--- config.mk ---
export PLATFORM = sky130hd
export DESIGN_NAME = heard_sink_flat
export DESIGN_NICKNAME = d
export VERILOG_FILES = /design/src/rtl/heard_sink_pkg.sv /design/src/rtl/heard_sink_if.sv /design/src/rtl/heard_sink_fifo.sv /design/src/rtl/heard_sink.sv /design/src/flat_wrapper.sv
export SDC_FILE = /design/constraint.sdc
export NUM_CORES = 1
export LEC_CHECK = 0
export ABC_CLOCK_PERIOD_IN_PS = 3520
export BUFFER_PORTS_ARGS = -buffer_cell sky130_fd_sc_hd__buf_2
export CORE_MARGIN = 4
export CORE_UTILIZATION = 35
export CTS_BUF_LIST = sky130_fd_sc_hd__clkbuf_4 sky130_fd_sc_hd__clkbuf_8 sky130_fd_sc_hd__clkbuf_16
export DETAILED_ROUTE_END_ITERATION = 12
export PLACE_DENSITY = 0.57
export SLEW_MARGIN = 40
export SYNTH_ARGS = -nofsm -noshare
export SYNTH_HDL_FRONTEND = slang
export SYNTH_HIERARCHICAL = 1
export SYNTH_SLANG_ARGS = --single-unit
--- constraint.sdc ---
create_clock -name CLK -period 3.52 [get_ports CLK]
set_input_delay 0.176 -clock CLK [delete_from_list [all_inputs] [get_ports CLK]]
set_output_delay 0.176 -clock CLK [all_outputs]
set_load 0.02 [all_outputs]
--- src/rtl/heard_sink_pkg.sv ---
// heard_pkg: shared message, counter and checker-state types for the heard sink
package heard_pkg;
  localparam int HEARD_DATA_W = 32;
  typedef logic [7:0] seq_t;
  typedef logic [15:0] cnt_t;
  typedef struct packed {
    logic [HEARD_DATA_W-1:0] v;
    seq_t seqno;
    seq_t writeCount;
    seq_t readCount;
  } heard_msg_t;
  typedef enum logic {FIRST, RUN} chk_state_t;
endpackage

--- src/rtl/heard_sink_if.sv ---
// heard_sink_if: heard input stream, drained output stream and status counters
interface heard_sink_if #(parameter int DATA_W = 32, parameter int CNT_W = 16);
  logic              heard__ENA;
  logic              heard__RDY;
  logic [DATA_W-1:0] heard_v;
  logic [7:0]        heard_seqno;
  logic [7:0]        heard_writeCount;
  logic [7:0]        heard_readCount;
  logic              out__ENA;
  logic              out__RDY;
  logic [DATA_W-1:0] out_v;
  logic [7:0]        out_seqno;
  logic [7:0]        out_readCount;
  logic [CNT_W-1:0]  msg_count;
  logic [CNT_W-1:0]  gap_count;
  logic [CNT_W-1:0]  dup_count;
  logic [CNT_W-1:0]  wc_err_count;
  modport slave (
    input  heard__ENA, heard_v, heard_seqno, heard_writeCount, heard_readCount, out__RDY,
    output heard__RDY, out__ENA, out_v, out_seqno, out_readCount,
    output msg_count, gap_count, dup_count, wc_err_count
  );
  modport master (
    output heard__ENA, heard_v, heard_seqno, heard_writeCount, heard_readCount, out__RDY,
    input  heard__RDY, out__ENA, out_v, out_seqno, out_readCount,
    input  msg_count, gap_count, dup_count, wc_err_count
  );
endinterface

--- src/rtl/heard_sink_fifo.sv ---
// heard_fifo: DEPTH-entry circular buffer of heard messages, head read straight from storage
module heard_fifo import heard_pkg::*; #(
  parameter int DEPTH = 4
) (
  input  logic       CLK,
  input  logic       nRST,
  input  logic       push_i,
  input  logic       pop_i,
  input  heard_msg_t din_i,
  output heard_msg_t dout_o,
  output logic       full_o,
  output logic       empty_o
);
  localparam int AW = $clog2(DEPTH);
  logic [AW:0] wr_q, wr_d, rd_q, rd_d;
  heard_msg_t  mem_q [DEPTH];
  // Advance each pointer on its own handshake; the extra MSB separates full from empty
  always_comb begin
    wr_d = push_i ? wr_q + 1'b1 : wr_q;
    rd_d = pop_i ? rd_q + 1'b1 : rd_q;
  end
  // Pointer registers, cleared on reset so stored entries are simply discarded
  always_ff @(posedge CLK) begin
    if (!nRST) begin
      wr_q <= '0;
      rd_q <= '0;
    end else begin
      wr_q <= wr_d;
      rd_q <= rd_d;
    end
  end
  // Storage needs no reset; it is only observed while non-empty
  always_ff @(posedge CLK) begin
    if (push_i) mem_q[wr_q[AW-1:0]] <= din_i;
  end
  assign dout_o  = mem_q[rd_q[AW-1:0]];
  assign empty_o = wr_q == rd_q;
  assign full_o  = (wr_q ^ rd_q) == {1'b1, {AW{1'b0}}};
endmodule

--- src/rtl/heard_sink.sv ---
// heard_sink: buffers heard messages, checks seqno/writeCount continuity, keeps saturating error counters.
// Optional macro HEARD_SINK_DISPLAY_EN prints a trace line for every errored accept.
module heard_sink import heard_pkg::*; #(
  parameter int DATA_W = 32,
  parameter int DEPTH  = 4,
  parameter int CNT_W  = 16
) (
  input logic CLK,
  input logic nRST,
  heard_sink_if.slave bus
);
  heard_msg_t       head;
  logic             full, empty, acc, pop, dup, gap, wce;
  chk_state_t       state_q, state_d;
  seq_t             exp_seq_q, exp_seq_d, exp_wc_q, exp_wc_d;
  logic [CNT_W-1:0] msg_q, msg_d, gap_q, gap_d, dup_q, dup_d, wce_q, wce_d;

  function automatic logic [CNT_W-1:0] sat(input logic [CNT_W-1:0] c, input logic inc);
    return (inc && !(&c)) ? c + 1'b1 : c;
  endfunction

  assign acc = bus.heard__ENA && !full;
  assign pop = bus.out__RDY && !empty;

  heard_fifo #(.DEPTH(DEPTH)) u_fifo (
    .CLK(CLK), .nRST(nRST), .push_i(acc), .pop_i(pop),
    .din_i('{v: bus.heard_v, seqno: bus.heard_seqno, writeCount: bus.heard_writeCount, readCount: bus.heard_readCount}),
    .dout_o(head), .full_o(full), .empty_o(empty)
  );

  // Classify the incoming message against the expectations, then resynchronise to it on accept
  always_comb begin
    dup       = state_q == RUN && bus.heard_seqno == seq_t'(exp_seq_q - 8'd1);
    gap       = state_q == RUN && bus.heard_seqno != exp_seq_q && !dup;
    wce       = state_q == RUN && bus.heard_writeCount != exp_wc_q;
    state_d   = acc ? RUN : state_q;
    exp_seq_d = acc ? seq_t'(bus.heard_seqno + 8'd1) : exp_seq_q;
    exp_wc_d  = acc ? seq_t'(bus.heard_writeCount + 8'd1) : exp_wc_q;
    msg_d     = sat(msg_q, acc);
    gap_d     = sat(gap_q, acc && gap);
    dup_d     = sat(dup_q, acc && dup);
    wce_d     = sat(wce_q, acc && wce);
  end

  // Checker state and counters; expectations are don't-care until the first accept
  always_ff @(posedge CLK) begin
    if (!nRST) begin
      state_q <= FIRST;
      msg_q   <= '0;
      gap_q   <= '0;
      dup_q   <= '0;
      wce_q   <= '0;
    end else begin
      state_q <= state_d;
      msg_q   <= msg_d;
      gap_q   <= gap_d;
      dup_q   <= dup_d;
      wce_q   <= wce_d;
    end
    exp_seq_q <= exp_seq_d;
    exp_wc_q  <= exp_wc_d;
  end

`ifdef HEARD_SINK_DISPLAY_EN
  // Trace errored accepts with the expectations in force before this message
  always_ff @(posedge CLK) begin
    if (nRST && acc && (gap || dup || wce))
      $display("HEARDSINK seqno %x exp %x wc %x expwc %x",
               bus.heard_seqno, exp_seq_q, bus.heard_writeCount, exp_wc_q);
  end
`endif

  assign bus.heard__RDY    = !full;
  assign bus.out__ENA      = !empty;
  assign bus.out_v         = head.v;
  assign bus.out_seqno     = head.seqno;
  assign bus.out_readCount = head.readCount;
  assign bus.msg_count     = msg_q;
  assign bus.gap_count     = gap_q;
  assign bus.dup_count     = dup_q;
  assign bus.wc_err_count  = wce_q;
endmodule

--- src/flat_wrapper.sv ---
// flat-port wrapper written by rule: the top's interface ports become plain ports
module heard_sink_flat import heard_pkg::*;
#(
  parameter int DATA_W = 32,
  parameter int DEPTH  = 4,
  parameter int CNT_W  = 16
)
  (CLK, nRST, bus_heard__ENA, bus_heard_v, bus_heard_seqno, bus_heard_writeCount, bus_heard_readCount, bus_out__RDY, bus_heard__RDY, bus_out__ENA, bus_out_v, bus_out_seqno, bus_out_readCount, bus_msg_count, bus_gap_count, bus_dup_count, bus_wc_err_count);
  heard_sink_if #(.DATA_W(DATA_W), .CNT_W(CNT_W)) bus_i ();
  input logic CLK;
  input logic nRST;
  input wire logic [$bits(bus_i.heard__ENA)-1:0] bus_heard__ENA;
  input wire logic [$bits(bus_i.heard_v)-1:0] bus_heard_v;
  input wire logic [$bits(bus_i.heard_seqno)-1:0] bus_heard_seqno;
  input wire logic [$bits(bus_i.heard_writeCount)-1:0] bus_heard_writeCount;
  input wire logic [$bits(bus_i.heard_readCount)-1:0] bus_heard_readCount;
  input wire logic [$bits(bus_i.out__RDY)-1:0] bus_out__RDY;
  output wire logic [$bits(bus_i.heard__RDY)-1:0] bus_heard__RDY;
  output wire logic [$bits(bus_i.out__ENA)-1:0] bus_out__ENA;
  output wire logic [$bits(bus_i.out_v)-1:0] bus_out_v;
  output wire logic [$bits(bus_i.out_seqno)-1:0] bus_out_seqno;
  output wire logic [$bits(bus_i.out_readCount)-1:0] bus_out_readCount;
  output wire logic [$bits(bus_i.msg_count)-1:0] bus_msg_count;
  output wire logic [$bits(bus_i.gap_count)-1:0] bus_gap_count;
  output wire logic [$bits(bus_i.dup_count)-1:0] bus_dup_count;
  output wire logic [$bits(bus_i.wc_err_count)-1:0] bus_wc_err_count;
  assign bus_i.heard__ENA = bus_heard__ENA;
  assign bus_i.heard_v = bus_heard_v;
  assign bus_i.heard_seqno = bus_heard_seqno;
  assign bus_i.heard_writeCount = bus_heard_writeCount;
  assign bus_i.heard_readCount = bus_heard_readCount;
  assign bus_i.out__RDY = bus_out__RDY;
  assign bus_heard__RDY = bus_i.heard__RDY;
  assign bus_out__ENA = bus_i.out__ENA;
  assign bus_out_v = bus_i.out_v;
  assign bus_out_seqno = bus_i.out_seqno;
  assign bus_out_readCount = bus_i.out_readCount;
  assign bus_msg_count = bus_i.msg_count;
  assign bus_gap_count = bus_i.gap_count;
  assign bus_dup_count = bus_i.dup_count;
  assign bus_wc_err_count = bus_i.wc_err_count;
  heard_sink #(.DATA_W(DATA_W), .DEPTH(DEPTH), .CNT_W(CNT_W)) u_core (.CLK(CLK), .nRST(nRST), .bus(bus_i));
endmodule
==> impl_metrics.tcl <==
set metrics [dict create \
    post_cts_buffers 0 \
    hold_path.class "primary input to flop" \
    cts_tree "done" \
    dp_hpwl_mm 15.5 \
    die_width_um 191 \
    holdWs_ns 0.0962 \
    period_needed_ns 2.69 \
    netlist_instances 776 \
    ctsRootBufferMaster "clkbuf_16" \
    finish.instance_area_um2 14600 \
    synth_warnings 6 \
    leakage_nw 5.19 \
    power_density_nw_per_um2 556 \
    crit_slowest_cell "or4_4" \
    dieArea_um2 36300 \
    clock-sinks 281 \
    fin_nets 1085 \
    setup-tns-final_ns 0 \
    crit_chain "or4_4 > o31a_1 > a221o_1 > and4_2 > or4_1 > a21oi_1" \
    worstRegToRegCells 6 \
    rows 66 \
    start_util_pct 35.7 \
    finalMaxSlewViolations 0 \
    placed_area_um2 13000 \
    vias 7199 \
    avgViaCountPerCell 4.87 \
    die_y_um 191 \
    end_kind "flop" \
    critPathLaunchType "flop" \
    ir_worst_vdd_mv 0.445 \
    drcViolationCount 0 \
    numCtsBuffers 31 \
    arrival_ns 3.18 \
    dr.pass1.iters 5 \
    syn_to_final_growth_pct 24.9 \
    io_buffer_count 173 \
    io_pins 174 \
    cp.required_ns 4.00 \
    antenna_found_initial 1 \
    place.gp.congestion 0.766 \
    grt_pass1_wl_mm 39.4 \
    diodes 0 \
    totalPowerFinal_w 0.00810 \
    wirelength_mm 24.7 \
    grt_pass1_vias 7243 \
    slowest_delay_ns 0.57 \
    post_drt_wl_per_cell_um 16.7 \
    whs_path_depth 4 \
    cp_num_buf_inv 0 \
    layout-drive-gt1-share_pct 28.7 \
    crit_type "flop to flop" \
    worstMarginPinSlew_ns 0.744 \
    setup_viol 0 \
    layout_common_cells "edfxtp_1 (208), buf_2 (173), dfxtp_1 (71)" \
    synth.avg_cell_area_um2 15.0 \
    grt_max_degree 51 \
    min_from "bus_out__RDY" \
    grt.total_usage_pct 13.3 \
    synth_area_um2 11700 \
    rsz0062_at_grt "false" \
    hold_violations 0 \
    layout_commonest_cell "edfxtp_1" \
    drtIter0Drc 233 \
    clkTransAtPathRegs_ns 0.06 \
    whs_endpoint "u_core/u_fifo/rd_q[2]" \
    cts_buffer_depth 3 \
    maxCapViolCount 0 \
    clock_latency_ns 0.56 \
    core_area_um2 32700 \
    worstReg2RegEnd "u_core/bus.gap_count[15]" \
    rrSetupSlack_ns 0.83 \
    min_period_over_period_pct 76.6 \
    crit_fanout 25 \
    grt.overflow.total 0 \
    outcome "finished clean" \
    htree_num_levels 1 \
    r2r_start "u_core/exp_seq_q[1]" \
    nFillCells 2991 \
    syn_nets 848 \
    relSlewSlack_pct 50.4 \
    skew_ns 0.0123 \
    final_util_pct 44.5 \
    drtAntennaViolNets 0 \
    fmax_mhz 371 \
    crit_family "simple AND/OR/NAND/NOR gates" \
]
-- metrics by stage --
stage | instances | worst slack (ns)
2_1_floorplan | 776 | 0.209
3_3_place_gp | 1366 | 0.738
3_5_place_dp | 1366 | 0.715
4_1_cts | 1479 | 0.704
5_1_grt | 1479 | 0.631
6_report | 1479 | 0.825
-- routing by layer --
layer / GRT usage [%] / vias to the layer above / wire length, um
met5: 0 / - / 13
met4: 2.79 / 2 / 462
met3: 3.02 / 29 / 1460
met2: 21.4 / 187 / 11400
met1: 18.5 / 3509 / 11400
li1: - / 3472 / -
-- worst max path at each step --
stage	from	cells past startpoint	to
final	u_core/exp_seq_q[1]	6	u_core/bus.gap_count[15]
after global routing	u_core/u_fifo/wr_q[0]	8	u_core/bus.gap_count[14]
after CTS	u_core/exp_seq_q[1]	6	u_core/bus.gap_count[15]
after detailed placement	u_core/exp_seq_q[1]	6	u_core/bus.gap_count[15]
after global placement	u_core/exp_seq_q[1]	6	u_core/bus.gap_count[15]
after floorplan	u_core/u_fifo/wr_q[0]	6	u_core/u_fifo/mem_q[3][0]
-- report_power, final --
part	switching [W]	internal, W	total [W]
registers	0.000118	0.00371	0.00383
clock network	0.00128	0.00183	0.00311
logic	0.000629	0.000526	0.00115
total	0.00203	0.00607	0.00810
-- final cells by class --
| class | count | area, um^2 | area share [%] |
|---|---|---|---|
| inverter | 20 | 75.1 | 0.516 |
| tap | 442 | 553 | 3.80 |
| timing repair buffer | 240 | 1560 | 10.7 |
| multi-input combinational | 439 | 3660 | 25.2 |
| sequential | 281 | 7710 | 53.0 |
| clock buffer | 41 | 881 | 6.05 |
| clock inverter | 16 | 118 | 0.808 |
-- worst min-delay path, cell delays in order --
cell and delay [ns]:
buf_2 0.09, nor2b_1 0.17, nand3b_1 0.10, a21oi_1 0.06
-- flip-flops by register name (all words and copies together) (netlist names), named ones only --
| name | flops |
|---|---|
| u_core/bus.msg_count | 16 |
| u_core/exp_seq_q | 8 |
| u_core/bus.gap_count | 16 |
| u_core/state_q | 1 |
| u_core/u_fifo/rd_q | 3 |
| u_core/bus.dup_count | 16 |
| u_core/bus.wc_err_count | 16 |
| u_core/u_fifo/wr_q | 3 |
| u_core/u_fifo/mem_q | 192 |
| u_core/exp_wc_q | 8 |
-- repair_timing --
item	in CTS	in global routing
endpoints found under the hold margin	201	0
hold buffers	56	0
resized for setup	0	0
Note: power is estimated with default switching activity, not from simulation.
